$ cat config.mk
export PLATFORM = sky130hd
export DESIGN_NAME = target_entry_parser
export DESIGN_NICKNAME = d
export VERILOG_FILES = /design/src/rtl/target_entry_parser.sv
export SDC_FILE = /design/constraint.sdc
export NUM_CORES = 1
export LEC_CHECK = 0
export ABC_AREA = 1
export CORE_MARGIN = 3
export CORE_UTILIZATION = 28
export CTS_CLUSTER_SIZE = 24
export DETAILED_ROUTE_END_ITERATION = 7
export SYNTH_ARGS = -nofsm -noshare
export SYNTH_HDL_FRONTEND = slang
export SYNTH_SLANG_ARGS = --single-unit
export TNS_END_PERCENT = 5
$ cat constraint.sdc
create_clock -name clock -period 4.2 [get_ports clock]
set_clock_uncertainty 0.2 [all_clocks]
set_input_delay 0.63 -clock clock [delete_from_list [all_inputs] [get_ports clock]]
set_output_delay 0.63 -clock clock [all_outputs]
set_load 0.1 [all_outputs]
$ cat src/rtl/target_entry_parser.sv
// rtl/target_entry_parser.sv - ASCII keystrokes to packed-BCD target coordinates with queue pulse
// Optional echo write port and CLEAR state: define TARGET_ENTRY_ECHO_EN.
module target_entry_parser (
  input  logic        clock,
  input  logic        resetn,
  input  logic        key_valid,
  input  logic [7:0]  key_ascii,
  output logic [31:0] targetx,
  output logic [31:0] targety,
  output logic        queue,
  output logic [3:0]  digit_count,
  output logic        busy,
  output logic        error
`ifdef TARGET_ENTRY_ECHO_EN
  ,
  output logic        echo_we,
  output logic [7:0]  echo_index,
  output logic [7:0]  echo_data
`endif
);

`ifdef TARGET_ENTRY_ECHO_EN
  typedef enum logic [1:0] {ST_ENTRY, ST_COMMIT, ST_PULSE, ST_CLEAR} state_t;
`else
  typedef enum logic [1:0] {ST_ENTRY, ST_COMMIT, ST_PULSE} state_t;
`endif

  state_t      state_q, state_d;
  logic [31:0] sx_q, sx_d, sy_q, sy_d;
  logic [31:0] tx_q, tx_d, ty_q, ty_d;
  logic [3:0]  count_q, count_d;
  logic        queue_q, queue_d;
  logic        error_q, error_d;
  logic        is_digit;
  logic [2:0]  pos, bpos;
  logic [4:0]  off, boff;

  assign is_digit = (key_ascii >= 8'h30) && (key_ascii <= 8'h39);
  assign pos      = count_q[2:0];
  assign bpos     = count_q[2:0] - 3'd1;
  // Digit k lands in nibble 3-(k mod 4): byte offset (3-k)*8 is just the inverted low bits.
  assign off      = {~pos[1:0], 3'b000};
  assign boff     = {~bpos[1:0], 3'b000};

`ifdef TARGET_ENTRY_ECHO_EN
  logic [2:0] clr_q, clr_d;
  logic       ew_q, ew_d;
  logic [7:0] ei_q, ei_d, ed_q, ed_d;

  function automatic logic [7:0] echo_map(input logic [2:0] k);
    case (k)
      3'd0:    return 8'd116;
      3'd1:    return 8'd117;
      3'd2:    return 8'd119;
      3'd3:    return 8'd120;
      3'd4:    return 8'd122;
      3'd5:    return 8'd123;
      3'd6:    return 8'd125;
      default: return 8'd126;
    endcase
  endfunction
`endif

  always_comb begin
    state_d = state_q;
    sx_d    = sx_q;
    sy_d    = sy_q;
    tx_d    = tx_q;
    ty_d    = ty_q;
    count_d = count_q;
    error_d = 1'b0;
    // Registered so queue rises a full cycle after the targets settle.
    queue_d = (state_q == ST_PULSE);
`ifdef TARGET_ENTRY_ECHO_EN
    clr_d = clr_q;
    ew_d  = 1'b0;
    ei_d  = 8'h00;
    ed_d  = 8'h00;
`endif
    case (state_q)
      ST_ENTRY: begin
        if (key_valid) begin
          if (is_digit) begin
            if (count_q == 4'd8) begin
              error_d = 1'b1;
            end else begin
              if (pos[2]) sy_d[off +: 4] = key_ascii[3:0];
              else        sx_d[off +: 4] = key_ascii[3:0];
              count_d = count_q + 4'd1;
`ifdef TARGET_ENTRY_ECHO_EN
              ew_d = 1'b1;
              ei_d = echo_map(pos);
              ed_d = key_ascii;
`endif
            end
          end else if (key_ascii == 8'h08) begin
            if (count_q != 4'd0) begin
              if (bpos[2]) sy_d[boff +: 4] = 4'h0;
              else         sx_d[boff +: 4] = 4'h0;
              count_d = count_q - 4'd1;
`ifdef TARGET_ENTRY_ECHO_EN
              ew_d = 1'b1;
              ei_d = echo_map(bpos);
              ed_d = 8'h20;
`endif
            end
          end else if (key_ascii == 8'h0D) begin
            if (count_q == 4'd8) begin
              tx_d    = sx_q;
              ty_d    = sy_q;
              sx_d    = 32'h0;
              sy_d    = 32'h0;
              count_d = 4'd0;
              state_d = ST_COMMIT;
            end else begin
              error_d = 1'b1;
            end
          end else if (key_ascii == 8'h1B) begin
            sx_d    = 32'h0;
            sy_d    = 32'h0;
            count_d = 4'd0;
`ifdef TARGET_ENTRY_ECHO_EN
            clr_d   = 3'd0;
            state_d = ST_CLEAR;
`endif
          end else begin
            error_d = 1'b1;
          end
        end
      end
      ST_COMMIT: begin
        error_d = key_valid;
        state_d = ST_PULSE;
      end
      ST_PULSE: begin
        error_d = key_valid;
`ifdef TARGET_ENTRY_ECHO_EN
        clr_d   = 3'd0;
        state_d = ST_CLEAR;
`else
        state_d = ST_ENTRY;
`endif
      end
`ifdef TARGET_ENTRY_ECHO_EN
      ST_CLEAR: begin
        error_d = key_valid;
        clr_d   = clr_q + 3'd1;
        if (clr_q == 3'd7) state_d = ST_ENTRY;
      end
`endif
      default: state_d = ST_ENTRY;
    endcase
  end

  always_ff @(posedge clock or negedge resetn) begin
    if (!resetn) begin
      state_q <= ST_ENTRY;
      sx_q    <= 32'h0;
      sy_q    <= 32'h0;
      tx_q    <= 32'h0;
      ty_q    <= 32'h0;
      count_q <= 4'd0;
      queue_q <= 1'b0;
      error_q <= 1'b0;
    end else begin
      state_q <= state_d;
      sx_q    <= sx_d;
      sy_q    <= sy_d;
      tx_q    <= tx_d;
      ty_q    <= ty_d;
      count_q <= count_d;
      queue_q <= queue_d;
      error_q <= error_d;
    end
  end

`ifdef TARGET_ENTRY_ECHO_EN
  always_ff @(posedge clock or negedge resetn) begin
    if (!resetn) begin
      clr_q <= 3'd0;
      ew_q  <= 1'b0;
      ei_q  <= 8'h00;
      ed_q  <= 8'h00;
    end else begin
      clr_q <= clr_d;
      ew_q  <= ew_d;
      ei_q  <= ei_d;
      ed_q  <= ed_d;
    end
  end

  // The CLEAR sweep drives the port straight from the state so it stays inside busy.
  assign echo_we    = ew_q | (state_q == ST_CLEAR);
  assign echo_index = (state_q == ST_CLEAR) ? echo_map(clr_q) : ei_q;
  assign echo_data  = (state_q == ST_CLEAR) ? 8'h20 : ed_q;
`endif

  assign targetx     = tx_q;
  assign targety     = ty_q;
  assign queue       = queue_q;
  assign digit_count = count_q;
  assign error       = error_q;
  assign busy        = (state_q != ST_ENTRY);

endmodule

# [Word-level counts from Yosys, hierarchy flattened]
# Cells that the tools add are included.
[classes] add_sub_neg=5 n_lt_le_gt_ge=2 n_eq_ne=18 shifts=4 n_mux=40 bitwise_logic=4 reduce_logical=11
[ops] cell="two-way mux 32 bit" n=15
[ops] cell="bitwise mux 32 bit" n=4
[ops] cell="variable shift 4 x 7 -> 32 bit, first input constant" n=2
[ops] cell="indexed part select 4 x 7 -> 32 bit" n=1
[ops] cell="indexed part select 4 x 7 -> 32 bit, first input constant" n=1
[ops] cell="two-way mux 4 bit" n=7
[ops] cell="== test 8 x 4 -> 1 bit, second input constant" n=2
[ops] cell="!= test 2 bit, second input constant" n=8
[ops] cell="AND reduction 8 bit" n=2
[ops] cell="negator 5 -> 7 bit" n=2
[ops] cell="AND reduction 6 bit" n=2
[ops] cell="two-way mux 2 bit" n=5
[ops] cell="== test 8 x 5 -> 1 bit, second input constant" n=1
[ops] cell=">= comparator 8 x 6 -> 1 bit, second input constant" n=1
[ops] cell="less-or-equal comparator 8 x 6 -> 1 bit, second input constant" n=1
[ops] cell="nonzero test 4 bit" n=2
[ops] cell="two-way mux 1 bit" n=7
[ops] cell="!= test 3 bit, second input constant" n=2
[ops] cell="AND reduction 5 bit" n=1
[ops] cell="adder 4 x 1 -> 4 bit, second input constant" n=1
[ops] cell="== test 4 bit, second input constant" n=1
[ops] cell="!= test 4 x 3 -> 1 bit, second input constant" n=1
[ops] cell="inverter 2 bit" n=2
[ops] cell="one-hot mux 2 bit (2 select lines)" n=1
[ops] cell="11 further kinds" n=12
[totals] regBits=136 output_inout_bits=71

# [Logic depth before layout (Yosys ltp)]
# Gate-level depths: netlist (run 1).
[logic_depth] depth_word=9 mapped_depth=12 depth_no_buf=10

# [Least setup slack after synthesis (run 1)]
# No wires, ideal clock.
[synth_path] path_type="reg2reg" start="reg count_q[0] (netlist: digit_count[0])" end="reg sy_q[24]" setup_ns=0.117 arrival_ns=2.535 t_required_ns=3.883 setup_slack_ns=1.347 stages_incl_launch_ff=13 path_cell_list="dfrtp_1 inv_1 clkbuf_1 ha_1 nand3_1 inv_2 nand3_1 nand2_1 nor2_2 nor2_4 buf_6 nand4_1 nand2_1"
[synth_between] elab_chain_len=9
[synth_rtl] item="from (decl)" line_no="31" text="logic [3:0] count_q, count_d;"
[synth_rtl] item="from (signal assigned)" line_no="171" text="count_q <= count_d;"
[synth_rtl] item="subtractor 3 x 1 -> 3 bit" line_no="40" text="assign bpos = count_q[2:0] - 3'd1;"
[synth_rtl] item="inverter 2 bit" line_no="43" text="assign boff = {~bpos[1:0], 3'b000};"
[synth_rtl] item="negator 5 -> 7 bit" line_no="98" text="if (bpos[2]) sy_d[boff +: 4] = 4'h0;"
[synth_rtl] item="indexed part select 4 x 7 -> 32 bit / variable shift 4 x 7 -> 32 bit (equally long branches)" line_no="98"
[synth_rtl] item="bitwise mux 32 bit" line_no="98"
[synth_rtl] item="two-way mux 32 bit" line_no="98"
[synth_rtl] item="two-way mux 32 bit" line_no="97" text="if (count_q != 4'd0) begin"
[synth_rtl] item="two-way mux 32 bit" line_no="96" text="end else if (key_ascii == 8'h08) begin"
[synth_rtl] item="two-way mux 32 bit" line_no="83" text="if (is_digit) begin"
[synth_rtl] item="to (signal assigned)" line_no="168" text="sy_q <= sy_d;"
[synth_rtl] item="to (decl)" line_no="29" text="logic [31:0] sx_q, sx_d, sy_q, sy_d;"
# Several ways; a longest one is shown, not always the timed one. The select of a mux whose other input is x is not followed.
# A chain may end at the register's enable or synchronous reset.

# [Worst setup path after layout (run 1)]
[layout_path] start="reg state_q[0]" end="out busy"
[layout_between] elab_chain_len=1
[layout_rtl] item="from (decl)" line_no="28" text="state_t state_q, state_d;"
[layout_rtl] item="from (signal assigned)" line_no="166" text="state_q <= state_d;"
[layout_rtl] item="nonzero test 2 bit" line_no="203" text="assign busy = (state_q != ST_ENTRY);"
[layout_rtl] item="to (decl)" line_no="12" text="output logic busy,"
# Every way passes these cells.

==> results_dict.tcl, run 1 <==
set metrics [dict create \
    io_buffers 49 \
    place_area_sq_um 4480 \
    cts_buffers 9 \
    setup_tns_ps 0 \
    reg2reg_from "digit_count[0]" \
    min_path_type "reg2reg" \
    grt_pass1_wl_mm 16.2 \
    worstMarginPinSlew_ps 1110 \
    fin_area_sq_um 4770 \
    critPathLaunchType "register" \
    ctsResizeCount 0 \
    slew_headroom_pct 25.9 \
    fmax_ghz 0.318 \
    crit_path_end_kind "output port" \
    die_area_sq_um 15700 \
    grt_overflow_total 0 \
    gp_congestion 0.827 \
    crit_type "reg2out" \
    cts_tree "done" \
    dr_total_vias 3309 \
    cts-root-buf "clkbuf_16" \
    fill_cells 1419 \
    arrival_ps 2310 \
    yosysTopAreaCell "dfrtp_1" \
    cts_max_level 3 \
    hold_viol_final 0 \
    power_mw 1.94 \
    slew_violations 0 \
    drc 0 \
    rsz0062_at_grt "false" \
    synth_cell_types 29 \
    fp.dieW_um 125 \
    ys_ff_latch 72 \
    globalRouteTotalUtil_pct 12.7 \
    fin_util_pct 35.2 \
    hold_slack_ps 270 \
    cts_hold_buf 0 \
    max_stage_delay_ps 1130 \
    ys_warn_count 0 \
    drive_gt1_share_pct 7.31 \
    cts_buffer_depth 2 \
    cts_setup_buffers 0 \
    ios 82 \
    die_h_um 125 \
    vias_per_cell 4.58 \
    wl_per_cell_um 13.5 \
    cp_max_fo 4 \
    syn_area_per_cell_sq_um 8.02 \
    grt_pass1_vias 3244 \
    p_per_area_nw_per_um2 408 \
    core_sq_um 13600 \
    setup_viol 0 \
    antenna_found_initial 0 \
    synthToLayoutAreaGrowth_pct 19.7 \
    final_antenna_net_count 0 \
    synth_area_leaders "dfrtp_1 (45%), nand2_1 (13%), nand4_1 (6.4%), buf_4 (6.0%), inv_1 (5.5%)" \
    drv_cap 0 \
    slowest_stage "clkdlybuf4s50_1" \
    finalCritPeriodShare_pct 74.8 \
    seq_area_frac_synth_pct 45.2 \
    netlist_instances 497 \
    worstHoldStart "sy_q[24]" \
    fin_crit_ps 3140 \
    cts.sinks 72 \
    crit_required_ps 3370 \
    p_leak_nw 2.24 \
    clk_latency_ps 340 \
    nNetsFinal 566 \
    crit_chain "inv_1 -> ha_1 -> inv_1 -> clkdlybuf4s50_1" \
    drt_pass1_iterations 4 \
    rows 42 \
    wirelength_mm 9.78 \
    path_clk_slew_ps 60 \
    dpl.hpwl_mm 7.11 \
    status "finished clean" \
    start_util_pct 29.4 \
    cpMostUsedCell "inv_1" \
    cp-startpoint "state_q[0]" \
    synth_top_area_share_pct 45.2 \
    first_iter_violations 188 \
    insertedDiodeCount 0 \
    ir_worst_vdd_mv 0.163 \
    synth_area_sq_um 3990 \
    grt_start_max_net_pins 51 \
]
-- worst max-delay path, delay by kind of cell (launching register included) --
kind / cells / cell delay [ps]
adders and majority gates: 1 / 270
DFF: 1 / 370
buffers and inverters: 3 / 1330
-- layout by cell type (no fill, tap or decap), drive strengths merged, types with 9 or more instances in the layout --
master	Yosys	routed
inv	65	66
conb	1	32
clkbuf	2	9
nand4	41	41
nor3	9	9
nor2	34	34
o21ai	41	41
dfrtp	72	72
nand2	147	147
ha	12	12
nand3	21	21
clkdlybuf4s50	0	48
-- layout make-up --
cell class                 count  area [sq um]  area share, %
clock inverter                 6          68.8           1.44
clock buffer                   9           225           4.72
tap                          176           220           4.62
inverter                      65           244           5.11
timing repair buffer          51           500           10.5
sequential                    72          1800           37.8
multi-input combinational    344          1710           35.9
-- where the power goes --
| part | switching [mW] | internal [mW] |
|---|---|---|
| registers | 0.0128 | 0.714 |
| logic | 0.378 | 0.0781 |
| clock network | 0.302 | 0.459 |
-- state kept, by name, summed over array words and instances, names as in the netlist --
name         flops
targetx         16
sx_q            16
state_q          2
targety         16
error            1
sy_q            16
queue            1
digit_count      4
-- metrics by stage --
stage	cells	worst slack, ps
6_report	723	1060
5_1_grt	723	945
4_1_cts	723	1030
3_5_place_dp	708	1050
3_3_place_gp	708	1060
2_1_floorplan	528	1350
-- cell families (layout without fill, tap and decap cells) --
| group | after synthesis | count (layout) | share of synthesized area [%] |
|---|---|---|---|
| and+or+nand+nor | 254 | 254 | 29.5 |
| buffers and inverters | 112 | 131 | 14.8 |
| DFF | 72 | 72 | 45.2 |
| AOI/OAI and AO/OA | 45 | 45 | 6.44 |
| adders and majority gates | 12 | 12 | 3.77 |
| other | 1 | 32 | 0.0941 |
| xor gates and xnor gates | 1 | 1 | 0.220 |
-- cell usage after synthesis, drive strengths merged --
library cell,n
conb,1
nor2,34
xnor2,1
ha,12
a32oi,1
o21ai,41
buf,45
nand3,21
clkbuf,2
a21oi,1
nand4,41
inv,65
nand3b,2
nand2,147
nor3,9
o31ai,1
o21a,1
dfrtp,72
-- per-layer routing --
layer | track usage [%] | vias to the layer above | share of wire (%)
li1 | - | 1622 | -
met1 | 16.3 | 1551 | 46
met2 | 20.6 | 119 | 46
met3 | 3.37 | 17 | 5.8
met4 | 4.85 | 0 | 2.0
met5 | 0 | - | 0
-- path summary, 6_finish.rpt --
check / to / slack, ps / cells after the start
min: sy_q[24] / 270 / 2
max in group asynchronous: targetx[27] / 2570 / 2
min in group asynchronous: targety[24] / 300 / 1
max: busy / 1060 / 4
max reg2reg: digit_count[3] / 1280 / 8
min reg2reg: sy_q[24] / 270 / 2
No activity file was read; power rests on OpenSTA's default activity.
==> run 2, diff against run 1 <==
==> constraint.sdc (replaced) <==
create_clock -name clock -period 3.2 [get_ports clock]
set_clock_uncertainty 0.2 [all_clocks]
set_input_delay 0.48 -clock clock [delete_from_list [all_inputs] [get_ports clock]]
set_output_delay 0.48 -clock clock [all_outputs]
set_load 0.1 [all_outputs]
==> run 2 against run 1 <==
Flip-flop and latch count is the same. Utilization shrank 0.87 points. Cell count grew 0.28%. Die area is the same. Wire length shrank 2.2%. Sequential share of layout area grew 0.95 points. First-iteration DRC count grew 20%. Cell area shrank 2.5%. Clock-buffer cell count grew 3. Largest power group is now registers. Highest routed layer unchanged.
==> results_dict.tcl, run 2 (synthesized netlist as in run 1, its figures left out) <==
set metrics [dict create \
    arrival_ps 2560 \
    max_stage_delay_ps 730 \
    slew_violations 0 \
    die_h_um 125 \
    synthToLayoutAreaGrowth_pct 16.8 \
    grt_overflow_total 0 \
    p_sw_share_pct 35.3 \
    final_common_cell "nand2_1" \
    worstMarginPinSlew_ps 904 \
    final_antenna_net_count 0 \
    ctsResizeCount 0 \
    ios 82 \
    vias_per_cell 4.53 \
    dr_total_vias 3286 \
    cts_max_level 3 \
    crit_path_end_kind "register" \
    p_leak_nw 2.32 \
    slew_headroom_pct 39.7 \
    fin_crit_ps 2570 \
    cts-root-buf "clkbuf_16" \
    cts_hold_buf 0 \
    path_clk_slew_ps 50 \
    min_path_type "in2async" \
    nNetsFinal 567 \
    ir_worst_vdd_mv 0.240 \
    p_per_area_nw_per_um2 523 \
    cts_setup_buffers 0 \
    io_buffers 49 \
    combPwrFrac_pct 24.1 \
    drt_pass1_iterations 5 \
    cts_buffers 9 \
    globalRouteTotalUtil_pct 12.5 \
    wl_per_cell_um 13.2 \
    reg2reg_from "digit_count[1]" \
    first_iter_violations 226 \
    cts_tree "done" \
    hold_viol_final 0 \
    grt_start_max_net_pins 73 \
    finalCritPeriodShare_pct 80.2 \
    final_cell_mix "nand2_1 (143), dfrtp_1 (72), inv_1 (58)" \
    cts.sinks 72 \
    fill_cells 1443 \
    rrSetupSlack_ps 650 \
    p_seq_share_pct 39.2 \
    wirelength_mm 9.56 \
    power_mw 2.43 \
    core_sq_um 13600 \
    crit_type "in2reg" \
    drive_gt1_share_pct 14.4 \
    cp_max_fo 11 \
    r2r-end "digit_count[0]" \
    fp.dieW_um 125 \
    fmax_ghz 0.390 \
    drv_cap 0 \
    reg2reg_depth 8 \
    grt_pass1_vias 3129 \
    grt_pass1_wl_mm 16.1 \
    crit_required_ps 3200 \
    rsz0062_at_grt "false" \
    fin_util_pct 34.3 \
    drc 0 \
    die_area_sq_um 15700 \
    setup_viol 0 \
    p_switching_uw 860 \
    internal-power_mw 1.57 \
    gp_congestion 0.847 \
    dpl.hpwl_mm 7.13 \
    status "finished clean" \
    crit_chain "clkdlybuf4s50_1 -> inv_1 -> nand2_1 -> nor2_1 -> nand2_1 -> nand4_1 -> nand2_1 -> o21ai_0" \
    setup_tns_ps 0 \
    cts_buffer_depth 2 \
    slowest_stage "clkdlybuf4s50_1" \
    critPathLaunchType "input pin" \
    rows 42 \
    antenna_found_initial 0 \
    insertedDiodeCount 0 \
    cpMostUsedCell "nand2_1" \
    clockPowerShare_pct 36.7 \
    clk_latency_ps 330 \
    start_util_pct 29.4 \
]
-- run 2: changes by cell type in the layout (fill, tap and decap cells not counted) --
cell             previous run  this run
inv_6                       1         0
clkbuf_1                    0         2
buf_4                       2        42
clkinvlp_4                  1         0
clkbuf_8                    0         1
clkinv_2                    1         4
clkdlybuf4s50_1            48         9
bufinv_16                   1         0
clkinv_4                    2         0
-- run 2: cell type report --
type / count / area, sq um / area share (%)
Sequential cell: 72 / 1800 / 38.7
Clock inverter: 4 / 20.0 / 0.430
Timing Repair Buffer: 52 / 410 / 8.82
Multi-Input combinational cell: 344 / 1710 / 36.8
Inverter: 65 / 244 / 5.24
Tap cell: 176 / 220 / 4.73
Clock buffer: 12 / 246 / 5.30
-- run 2: power groups by stage --
stage	logic (mW)	clock network (mW)	registers, mW
after floorplan	0.424	0	1.06
after global placement	0.579	0	0.970
after detailed placement	0.586	0	0.972
after CTS	0.589	0.922	0.956
after global routing	0.627	0.960	0.958
final	0.587	0.892	0.955
-- run 2: metrics by stage --
step	instances	setup slack [ps]	instance area, sq um	hold slack (ps)
4_1_cts	725	609	4650	210
6_report	725	634	4650	169
2_1_floorplan	528	347	4100	-15.6
3_3_place_gp	709	293	4390	262
3_5_place_dp	709	292	4390	260
5_1_grt	725	380	4650	258
-- run 2: critical path, delay by kind of cell --
kind	cells	cell delay [ps]
AOI/OAI and AO/OA	1	130
and+or+nand+nor	5	1130
buffers and inverters	2	810
-- run 2: how the worst max path moves through the flow --
stage,start,endpoint,slack [ps],cells past startpoint
floorplan,digit_count[0],sy_q[24],350,12
global placement,key_ascii[2],digit_count[3],290,8
detailed placement,key_ascii[2],digit_count[3],290,8
CTS,digit_count[1],digit_count[0],610,8
global route,digit_count[1],digit_count[0],380,9
finish,key_ascii[2],digit_count[0],630,8
-- run 2: routing by layer --
| layer | vias to the layer above | wire, um | global-route usage, % |
|---|---|---|---|
| met1 | 1542 | 4560 | 17.7 |
| met3 | 14 | 555 | 2.86 |
| li1 | 1620 | - | - |
| met4 | 0 | 161 | 4.34 |
| met2 | 110 | 4280 | 18.8 |
| met5 | - | 0 | 0 |
